==> config.mk <==
export PLATFORM = sky130hd
export DESIGN_NAME = uart_hash_rx
export DESIGN_NICKNAME = d
export VERILOG_FILES = /design/src/rtl/uart_hash_rx.sv
export SDC_FILE = /design/constraint.sdc
export NUM_CORES = 1
export LEC_CHECK = 0
export ABC_CLOCK_PERIOD_IN_PS = 11290
export CORE_UTILIZATION = 41
export CTS_CLUSTER_SIZE = 24
export DETAILED_ROUTE_END_ITERATION = 12
export PLACE_DENSITY_LB_ADDON = 0.3
export SETUP_SLACK_MARGIN = 0.4
export SLEW_MARGIN = 40
export SYNTH_ARGS = -nofsm -noshare
export SYNTH_HDL_FRONTEND = slang
export SYNTH_SLANG_ARGS = --single-unit
==> constraint.sdc <==
create_clock -name clk -period 11.29 [get_ports clk]
set_clock_uncertainty 0.15 [all_clocks]
set_input_delay 2.8225 -clock clk [delete_from_list [all_inputs] [get_ports clk]]
set_output_delay 2.8225 -clock clk [all_outputs]
set_load 0.005 [all_outputs]
==> src/rtl/uart_hash_rx.sv <==
// uart_hash_rx: line-oriented hex hash receiver behind a byte UART.
// Collects DIGITS hex characters per line, publishes them as one wide hash on
// end-of-line, rejects malformed lines, and optionally echoes received bytes.
//
// state     | meaning
// ----------+-----------------------------------------------------------
// S_IDLE    | no digits collected on the current line (count 0)
// S_COLLECT | one or more digits collected, waiting for more or EOL
// S_FLUSH   | line rejected, discarding bytes until the next EOL
//
// DIGITS must be 2 or more.
module uart_hash_rx #(
   parameter int DIGITS = 32,
   parameter int ECHO   = 1
) (
   input  logic                         clk,
   input  logic                         rst,
   input  logic                         rx_valid,
   input  logic [7:0]                   rx_byte,
   input  logic                         rx_error,
   input  logic                         tx_busy,
   output logic                         tx_transmit,
   output logic [7:0]                   tx_byte,
   output logic [4*DIGITS-1:0]          hash,
   output logic                         hash_valid,
   output logic                         parse_error,
   output logic [$clog2(DIGITS+1)-1:0]  digit_cnt
);

   localparam int              CW      = $clog2(DIGITS + 1);
   localparam int              SW      = 4 * DIGITS;
   localparam logic [CW-1:0]   FULL    = CW'(DIGITS);
   localparam logic [CW-1:0]   ONE     = CW'(1);
   localparam bit              ECHO_EN = (ECHO != 0);

   typedef enum logic [1:0] {
      S_IDLE    = 2'd0,
      S_COLLECT = 2'd1,
      S_FLUSH   = 2'd2
   } state_t;

   state_t          state_q;
   logic [CW-1:0]   cnt_q;
   logic [SW-1:0]   sr_q;
   logic [SW-1:0]   hash_q;
   logic            hash_valid_q;
   logic            parse_error_q;

   logic            buf_full_q;
   logic            req_q;
   logic            seen_busy_q;
   logic            tx_transmit_q;
   logic [7:0]      tx_byte_q;

   logic            is_hex_d;
   logic            is_eol_d;
   logic            is_bs_d;
   logic [3:0]      nib_d;

   // Classify the incoming byte and decode its hex value.
   always_comb begin
      is_hex_d = 1'b0;
      is_eol_d = 1'b0;
      is_bs_d  = 1'b0;
      nib_d    = 4'd0;
      if (rx_byte >= 8'h30 && rx_byte <= 8'h39) begin
         is_hex_d = 1'b1;
         nib_d    = rx_byte[3:0];
      end else if ((rx_byte >= 8'h41 && rx_byte <= 8'h46) ||
                   (rx_byte >= 8'h61 && rx_byte <= 8'h66)) begin
         // 'A'/'a' have low nibble 1, so adding 9 yields 10..15
         is_hex_d = 1'b1;
         nib_d    = rx_byte[3:0] + 4'd9;
      end else if (rx_byte == 8'h0D || rx_byte == 8'h0A) begin
         is_eol_d = 1'b1;
      end else if (rx_byte == 8'h08) begin
         is_bs_d = 1'b1;
      end
   end

   // Line parser: digit shift register, digit count, hash and status pulses.
   always_ff @(posedge clk or posedge rst) begin
      if (rst) begin
         state_q       <= S_IDLE;
         cnt_q         <= '0;
         sr_q          <= '0;
         hash_q        <= '0;
         hash_valid_q  <= 1'b0;
         parse_error_q <= 1'b0;
      end else begin
         hash_valid_q  <= 1'b0;
         parse_error_q <= 1'b0;
         if (rx_error) begin
            // a framing error spoils the line; in FLUSH it is already spoiled
            if (state_q != S_FLUSH) begin
               parse_error_q <= 1'b1;
               state_q       <= S_FLUSH;
            end
         end else if (rx_valid) begin
            case (state_q)
               S_IDLE, S_COLLECT: begin
                  if (is_hex_d) begin
                     if (cnt_q < FULL) begin
                        sr_q    <= {sr_q[SW-5:0], nib_d};
                        cnt_q   <= cnt_q + ONE;
                        state_q <= S_COLLECT;
                     end else begin
                        parse_error_q <= 1'b1;
                        state_q       <= S_FLUSH;
                     end
                  end else if (is_eol_d) begin
                     // EOL with nothing collected is a blank line or the LF of CRLF
                     if (state_q == S_COLLECT) begin
                        if (cnt_q == FULL) begin
                           hash_q       <= sr_q;
                           hash_valid_q <= 1'b1;
                        end else begin
                           parse_error_q <= 1'b1;
                        end
                        cnt_q   <= '0;
                        state_q <= S_IDLE;
                     end
                  end else if (is_bs_d) begin
                     // the low 4*count bits always hold the live digits, so
                     // dropping the newest one is a plain right shift
                     if (state_q == S_COLLECT) begin
                        sr_q  <= sr_q >> 4;
                        cnt_q <= cnt_q - ONE;
                        if (cnt_q == ONE) begin
                           state_q <= S_IDLE;
                        end
                     end
                  end else begin
                     parse_error_q <= 1'b1;
                     state_q       <= S_FLUSH;
                  end
               end
               S_FLUSH: begin
                  if (is_eol_d) begin
                     cnt_q   <= '0;
                     state_q <= S_IDLE;
                  end
               end
               default: begin
                  cnt_q   <= '0;
                  state_q <= S_IDLE;
               end
            endcase
         end
      end
   end

   // One-entry echo buffer: capture when empty, request once the transmitter
   // is idle, release after the transmitter has gone busy and idle again.
   always_ff @(posedge clk or posedge rst) begin
      if (rst) begin
         buf_full_q    <= 1'b0;
         req_q         <= 1'b0;
         seen_busy_q   <= 1'b0;
         tx_transmit_q <= 1'b0;
         tx_byte_q     <= 8'd0;
      end else begin
         tx_transmit_q <= 1'b0;
         if (!buf_full_q) begin
            if (ECHO_EN && rx_valid && !rx_error) begin
               tx_byte_q  <= rx_byte;
               buf_full_q <= 1'b1;
            end
         end else if (!req_q) begin
            if (!tx_busy) begin
               tx_transmit_q <= 1'b1;
               req_q         <= 1'b1;
            end
         end else if (!seen_busy_q) begin
            if (tx_busy) begin
               seen_busy_q <= 1'b1;
            end
         end else if (!tx_busy) begin
            buf_full_q  <= 1'b0;
            req_q       <= 1'b0;
            seen_busy_q <= 1'b0;
         end
      end
   end

   assign tx_transmit = tx_transmit_q;
   assign tx_byte     = tx_byte_q;
   assign hash        = hash_q;
   assign hash_valid  = hash_valid_q;
   assign parse_error = parse_error_q;
   assign digit_cnt   = cnt_q;

endmodule

==> impl_metrics.ini, run 1 <==
[place]
dp.cells = 1350
placed_cell_area_mm2 = 0.0143
gp_congestion = 0.898
port_buffers = 157
place_ws_ns = 4.68
hpwlAfterDp_um = 15400

[worst_hold_path]
hp-class = reg2reg
hold_end = hash[3]
hold_path_depth = 2
min-delay-start = hash[3]

[critical_path]
rrSetupSlack_ns = 8.82
critPathLaunchType = primary input
r2r_start = digit_cnt[0]
crit_fanout = 62
rr_endpoint = hash[56]
crit_path_end_kind = flip-flop
required_ns = 11.55
arrival_ns = 6.12
r2r_cells = 6
critPathKind = in2reg

[drt]
vias_per_cell = 5.24
route.met3.wl_um = 1370
ant_nets = 0
drt_first_pass_iters = 5
wl_met2_um = 10900
topRoutingLayerUsed = met4
drc_errors = 0
wl_met1_um = 12100
dr.first_iter.drc_count = 461
routed_wl_um = 24900
vias = 7374
wl_per_cell_um = 17.7

[timing]
worst-slew-pin-transition_ns = 0.799
setup_viol = 0
final.period_utilization_pct = 51.9
slew-limit-headroom_pct = 46.8
slew_viol_final = 0
period_needed_ns = 5.86
timing.final.ws_setup_ns = 5.43
max_freq_ghz = 0.171
finalSetupTns_ns = 0
rsz0062_at_grt = no
hold_violations = 0

[cells_and_area]
mostFrequentLayoutCells = dfrtp_1 (278), mux2_2 (265), clkdlybuf4s50_1 (157)
stdcell_count = 1408
drive_above_1_share_pct = 32.5
stdcell_area_mm2 = 0.0154
antenna_cells = 0
syn2layout_area_growth_pct = 24.8
fin_nets = 1015
final_common_cell = dfrtp_1

[synthesis]
synth_edf_count = 0
ys_ff_latch = 278
synth_area_mm2 = 0.0124
syn_nets = 866
ys_async_sr_fraction_pct = 100
seq_area_frac_synth_pct = 56.2
yosys_warnings = 0
synthCells = 845
avgSynthCellArea_um2 = 14.6
synth_ff_type = dfrtp_1
ys_types = 48

[clock_tree]
postCtsResizedCells = 0
cts_max_path_buffers = 3
cts_tree = done
numCtsBuffers = 30
htreeDepth = 1
cts.clk_slew.worst_paths_ns = 0.06
cts_hold_buf = 0
cts_setup_buffers = 0
clock-sinks = 278
clockRootBuffer = clkbuf_16
clkLatencyLatePin_ns = 0.54

[global_routing]
grt_pass1_wl_um = 41400
track_usage_pct = 16.5
grt_pass1_vias = 7636
antenna_found_initial = 0
grt-ovfl-total = 0
grt_max_degree = 148

[floorplanning]
core_mm2 = 0.0296
die_y_um = 176
die-area_mm2 = 0.0309
die_w_um = 176
std_cell_rows = 63
io_pins = 158
start_util_pct = 41.7

[run]
cap_violations = 0

[run_status]
status = finished clean

[pwr]
power_density_mw_per_mm2 = 151
peakVddDrop_mv = 0.119
leakagePower_nw = 7.66
cell usage after synthesis (6+ instances only):
master	number	share of area [%]
buf_2	20	0.81
mux2_1	114	10
a21oi_1	6	0.24
dfrtp_1	278	56
nand2_1	8	0.24
mux2_2	265	24
ha_1	8	0.81
o21ai_0	9	0.36
nor3_1	11	0.45
inv_1	13	0.39
clkbuf_1	24	0.73
nor2_1	10	0.30
nand3_1	6	0.24
where the power goes:
part	internal (mW)	switching [mW]	total [mW]
clock network	0.657	0.387	1.04
registers	1.03	0.0375	1.07
logic	0.113	0.0979	0.211
total	1.80	0.523	2.33
how the worst max path moves through the flow:
stage                from          to  slack [ns]  cells past startpoint
2_1_floorplan         rst  buf_full_q        0.65                      1
6_report       rx_byte[0]     sr_q[6]        5.43                     10
3_3_place_gp   rx_byte[0]    sr_q[67]        4.79                      9
4_1_cts        rx_byte[0]   sr_q[110]        5.26                      9
5_1_grt        rx_byte[0]    sr_q[67]        5.26                     10
3_5_place_dp   rx_byte[0]    sr_q[76]        4.68                      9
through the flow:
stage	total power [mW]	hold WS, ns	utilization, %
after floorplan	1.21	0.311	-
after CTS	2.36	0.342	51.9
after detailed placement	1.30	0.330	48.3
after global routing	2.43	0.363	52.1
final	2.33	0.333	52.1
after global placement	1.29	0.321	48.2
routing by layer:
| metal | vias to the layer above | GRT usage, % |
|---|---|---|
| met2 | 196 | 24.7 |
| met3 | 36 | 3.44 |
| met1 | 3765 | 24.3 |
| met5 | - | 0 |
| li1 | 3377 | - |
| met4 | 0 | 4.13 |
area by class of cell:
class                      instances  area, um2
timing repair buffer             166       1690
sequential                       278       6960
inverter                          13       61.3
clock buffer                      47        936
fill                            2548      14200
tap                              390        488
multi-input combinational        505       5160
clock inverter                     9        149
flip-flops by register name, summed over array words and instances (netlist names):
register	flops
hash	128
sr_q	128
tx_byte	8
digit_cnt	6
state_q	2
buf_full_q	1
hash_valid	1
parse_error	1
req_q	1
seen_busy_q	1
tx_transmit	1
logic make-up (layout without fill, tap and decap cells):
family                     Yosys count  count (layout)  share of synthesized area [%]
muxes                              383             383                           34.8
DFF                                278             278                           56.2
and+or+nand+nor                     64              64                           2.95
buffers and inverters               62             235                           2.21
adders and majority gates            8               8                          0.809
AOI/OAI and AO/OA                   50              50                           2.95
worst max-delay path, stage by stage:
cell and delay [ns]:
clkdlybuf4s50_1 0.65, inv_1 0.11, ha_1 0.27, nor3b_1 0.19, or3_4 0.46, a2111oi_4 0.55, buf_4 0.27, nor2_4 0.06
buf_6 0.26, mux2_1 0.40
No activity file was read; power rests on OpenSTA's default activity.
==> run 2: changes to the inputs <==
--- a/config.mk
+++ b/config.mk
@@ -5,7 +5,7 @@
 export SDC_FILE = /design/constraint.sdc
 export NUM_CORES = 1
 export LEC_CHECK = 0
-export ABC_CLOCK_PERIOD_IN_PS = 11290
+export ABC_CLOCK_PERIOD_IN_PS = 5400
 export CORE_UTILIZATION = 41
 export CTS_CLUSTER_SIZE = 24
 export DETAILED_ROUTE_END_ITERATION = 12
==> constraint.sdc (replaced) <==
create_clock -name clk -period 5.4 [get_ports clk]
set_clock_uncertainty 0.15 [all_clocks]
set_input_delay 1.35 -clock clk [delete_from_list [all_inputs] [get_ports clk]]
set_output_delay 1.35 -clock clk [all_outputs]
set_load 0.005 [all_outputs]
==> impl_metrics.ini, run 2 (synthesis results as in run 1) <==
[critical_path]
critPathLaunchType = primary input
cp_num_buf_inv = 2
rr_endpoint = hash[63]
critPathKind = in2reg
crit_fanout = 39
worstPathCellList = clkdlybuf4s50_1 > or4b_1 > or3_4 > a2111oi_4 > nor2_4 > buf_4 > mux2_1
rrSetupSlack_ns = 3.06
r2r_cells = 6
cp_top_family = simple AND/OR/NAND/NOR gates
required_ns = 5.68
cpPeakStageDelay_ns = 0.65
crit_path_end_kind = flip-flop
crit_slowest_cell = clkdlybuf4s50_1
r2r_start = digit_cnt[0]
arrival_ns = 4.28

[drt]
routed_wl_um = 24800
wl_per_cell_um = 17.6
drt_first_pass_iters = 4
vias = 7312
vias_per_cell = 5.18
ant_nets = 0
drc_errors = 0
dr.first_iter.drc_count = 457

[floorplanning]
core_mm2 = 0.0296
std_cell_rows = 63
start_util_pct = 41.7
die-area_mm2 = 0.0309
die_w_um = 176
die_y_um = 176
io_pins = 158

[timing]
worst-slew-pin-transition_ns = 0.656
final.period_utilization_pct = 74.2
slew_viol_final = 0
setup_viol = 0
period_needed_ns = 4.01
max_freq_ghz = 0.250
rsz0062_at_grt = no
slew-limit-headroom_pct = 56.1
hold_violations = 0
finalSetupTns_ns = 0

[place]
port_buffers = 157
gp_congestion = 0.874
placed_cell_area_mm2 = 0.0144
hpwlAfterDp_um = 15500

[cells_and_area]
fin_nets = 1019
mostFrequentLayoutCells = dfrtp_1 (278), mux2_2 (265), clkdlybuf4s50_1 (157)
antenna_cells = 0
stdcell_area_mm2 = 0.0154
final_common_cell = dfrtp_1
n_fill_cell = 2576
drive_above_1_share_pct = 32.6
syn2layout_area_growth_pct = 24.8

[global_routing]
track_usage_pct = 16.5
grt_pass1_wl_um = 41600
antenna_found_initial = 0
grt_pass1_vias = 7507
grt_max_degree = 112
grt-ovfl-total = 0

[clock_tree]
clockRootBuffer = clkbuf_16
postCtsResizedCells = 0
clock-sinks = 278
cts_tree = done
htreeDepth = 1
clkLatencyLatePin_ns = 0.54
cts.clk_slew.worst_paths_ns = 0.06
cts_hold_buf = 0
numCtsBuffers = 31
cts_max_path_buffers = 3
cts_setup_buffers = 0

[pwr]
power_density_mw_per_mm2 = 311
peakVddDrop_mv = 0.167
leakagePower_nw = 7.66

[worst_hold_path]
hp-class = reg2reg
hold_end = hash[3]
hold_path_depth = 2
min-delay-start = hash[3]

[run]
cap_violations = 0

[run_status]
status = finished clean
## run 2: worst max path at each step
stage	from	to	slack, ns	depth (start not counted)
after global placement	rx_byte[6]	sr_q[47]	0.90	7
final	rx_byte[6]	sr_q[41]	1.39	7
after global routing	rx_byte[0]	sr_q[10]	1.24	9
after detailed placement	rx_byte[3]	sr_q[33]	0.85	7
after floorplan	rst	buf_full_q	0.22	1
after CTS	rx_byte[6]	sr_q[41]	1.42	7
## run 2: per-layer routing
metal	GRT usage, %	part of all wire, %	up-vias
li1	-	-	3376
met1	24.5	49	3711
met2	24.3	43	185
met3	3.53	5.9	40
met4	3.95	1.7	0
met5	0	0	-
## run 2: worst register-to-register path, stage by stage, from the launching register on
cell and delay, ns:
dfrtp_1 0.45, inv_1 0.12, ha_1 0.21, and3_1 0.15, nand4_1 0.17, buf_12 0.52
mux2_2 0.45
## run 2: report_power, final
group	internal [mW]	switching, mW	total (mW)
combinational	0.239	0.209	0.447
clock	1.30	0.820	2.12
sequential	2.16	0.0779	2.24
total	3.70	1.11	4.81
## run 2: cell type report
cell class,instances,area [um2],area share [%]
Sequential cell,278,6960,45.1
Clock inverter,10,128,0.827
Multi-Input combinational cell,505,5160,33.4
Inverter,13,52.6,0.341
Clock buffer,46,912,5.91
Tap cell,390,488,3.16
Timing Repair Buffer,169,1740,11.3
## run 2: through the flow
| stage | power [mW] | util, % | hold WS, ns | setup WS, ns | cells |
|---|---|---|---|---|---|
| 2_1_floorplan | 2.52 | - | 0.311 | 0.221 | 845 |
| 3_3_place_gp | 2.72 | 48.5 | 0.319 | 0.897 | 1355 |
| 3_5_place_dp | 2.73 | 48.6 | 0.324 | 0.853 | 1355 |
| 4_1_cts | 4.88 | 52.1 | 0.338 | 1.42 | 1411 |
| 5_1_grt | 5.02 | 52.1 | 0.361 | 1.24 | 1411 |
| 6_report | 4.81 | 52.1 | 0.333 | 1.39 | 1411 |
==> run 3: changes to the inputs <==
--- a/config.mk
+++ b/config.mk
@@ -5,7 +5,7 @@
 export SDC_FILE = /design/constraint.sdc
 export NUM_CORES = 1
 export LEC_CHECK = 0
-export ABC_CLOCK_PERIOD_IN_PS = 5400
+export ABC_CLOCK_PERIOD_IN_PS = 3400
 export CORE_UTILIZATION = 41
 export CTS_CLUSTER_SIZE = 24
 export DETAILED_ROUTE_END_ITERATION = 12
==> constraint.sdc (replaced) <==
create_clock -name clk -period 3.4 [get_ports clk]
set_clock_uncertainty 0.15 [all_clocks]
set_input_delay 0.85 -clock clk [delete_from_list [all_inputs] [get_ports clk]]
set_output_delay 0.85 -clock clk [all_outputs]
set_load 0.005 [all_outputs]
==> impl_metrics.ini, run 3 (synthesis results as in run 1) <==
[pwr]
power_density_mw_per_mm2 = 451
p_total_mw = 7.43
peakVddDrop_mv = 0.379
leakagePower_nw = 8.31

[clock_tree]
clockRootBuffer = clkbuf_16
numCtsBuffers = 29
cts.clk_slew.worst_paths_ns = 0.06
cts_max_path_buffers = 3
cts_hold_buf = 0
htreeDepth = 1
cts_tree = done
clkLatencyLatePin_ns = 0.53
clock-sinks = 278

[worst_hold_path]
hp-class = reg2reg
hold_path_depth = 1
min-delay-start = req_q
hold_end = tx_transmit

[drt]
dr.first_iter.drc_count = 270
wl_met2_um = 13000
routed_wl_um = 26400
vias = 7551
wl_per_cell_um = 18.1
wl_met1_um = 11700
drt_first_pass_iters = 4
drc_errors = 0
topRoutingLayerUsed = met4
ant_nets = 0
route.met3.wl_um = 1030
vias_per_cell = 5.17

[floorplanning]
die_w_um = 176
io_pins = 158
start_util_pct = 41.7
die-area_mm2 = 0.0309
core_mm2 = 0.0296
std_cell_rows = 63
die_y_um = 176

[cells_and_area]
mostFrequentLayoutCells = dfrtp_1 (278), mux2_2 (265), clkdlybuf4s50_1 (149)
drive_above_1_share_pct = 45.7
antenna_cells = 0
stdcell_count = 1460
stdcell_area_mm2 = 0.0165
final_common_cell = dfrtp_1
fin_nets = 1072
syn2layout_area_growth_pct = 33.1

[timing]
rsz0062_at_grt = yes
slew_viol_final = 0
hold_violations = 0
worst-slew-pin-transition_ns = 0.496
slew-limit-headroom_pct = 66.1
period_needed_ns = 3.00
final.period_utilization_pct = 88.3
setup_viol = 0
max_freq_ghz = 0.333

[critical_path]
arrival_ns = 3.27
rrSetupSlack_ns = 1.15
critPathKind = in2reg
required_ns = 3.67
r2r_start = state_q[1]
critPathLaunchType = primary input
r2r_cells = 8
crit_path_end_kind = flip-flop
rr_endpoint = sr_q[11]
crit_fanout = 7

[place]
gp_congestion = 0.828
dp.cells = 1390
port_buffers = 157
hpwlAfterDp_um = 16900
placed_cell_area_mm2 = 0.0151

[global_routing]
grt_pass1_vias = 7838
grt_max_degree = 75
grt-ovfl-total = 0
antenna_found_initial = 0
grt_pass1_wl_um = 43600
track_usage_pct = 17.5

[run_status]
status = finished clean

[run]
cap_violations = 0
-- run 3: cell types whose count changed in the layout (fill, tap and decap cells not counted), sizes merged --
cell and change:
clkdlybuf4s15 +1, dlymetal6s2s +1, dlygate4sd2 +2, clkbuf -10, buf +58, clkdlybuf4s50 -8, bufbuf +1, clkinv +4
-- run 3: critical path: stages --
cell and delay [ns]:
buf_6 0.09, or4b_4 0.54, or3_4 0.40, a2111oi_4 0.41
nor2_4 0.12, buf_12 0.15, buf_12 0.15, buf_12 0.13
buf_16 0.13, mux2_4 0.29
-- run 3: power breakdown --
part	switching, mW	internal [mW]
Combinational	0.341	0.416
Sequential	0.128	3.43
Clock	1.27	1.85
-- run 3: cell type report --
class                   instances  area (um2)
flip-flops and latches        278        6960
repair buffers                224        2490
clock buffers                  36         782
well taps                     390         488
clock inverters                14         151
multi-input cells             505        5530
fillers                      2439       13200
inverters                      13        52.6
-- run 3: metal layers --
metal | vias to the layer above | global-route usage (%)
li1 | 3479 | -
met1 | 3872 | 23.8
met2 | 156 | 28.5
met3 | 44 | 2.86
met4 | 0 | 5.33
met5 | - | 0
-- run 3: timing repair --
item                       4_1_cts  5_1_grt
cloned                           9        0
setup endpoints to repair      127       38
pin swaps                        4        4
buffers inserted                10        1
resized for setup               47        3
-- run 3: how the worst max path moves through the flow --
stage,from,to,slack [ns],depth (start not counted)
6_report,rx_byte[7],sr_q[25],0.40,10
4_1_cts,rx_byte[7],sr_q[25],0.35,10
3_5_place_dp,rx_byte[4],sr_q[44],-0.30,7
2_1_floorplan,rst,buf_full_q,-1.28,1
3_3_place_gp,rx_byte[4],sr_q[59],-0.24,7
5_1_grt,rx_byte[7],sr_q[22],0.38,10
-- run 3: through the flow --
step | TNS [ns] | utilization, % | setup slack [ns] | hold slack (ns)
after global placement | -28.75 | 50.9 | -0.235 | 0.316
after detailed placement | -36.86 | 50.9 | -0.302 | 0.340
after floorplan | -355.66 | - | -1.28 | 0.311
final | 0 | 55.5 | 0.399 | 0.348
after CTS | 0 | 55.5 | 0.354 | 0.352
after global routing | 0 | 55.5 | 0.380 | 0.365
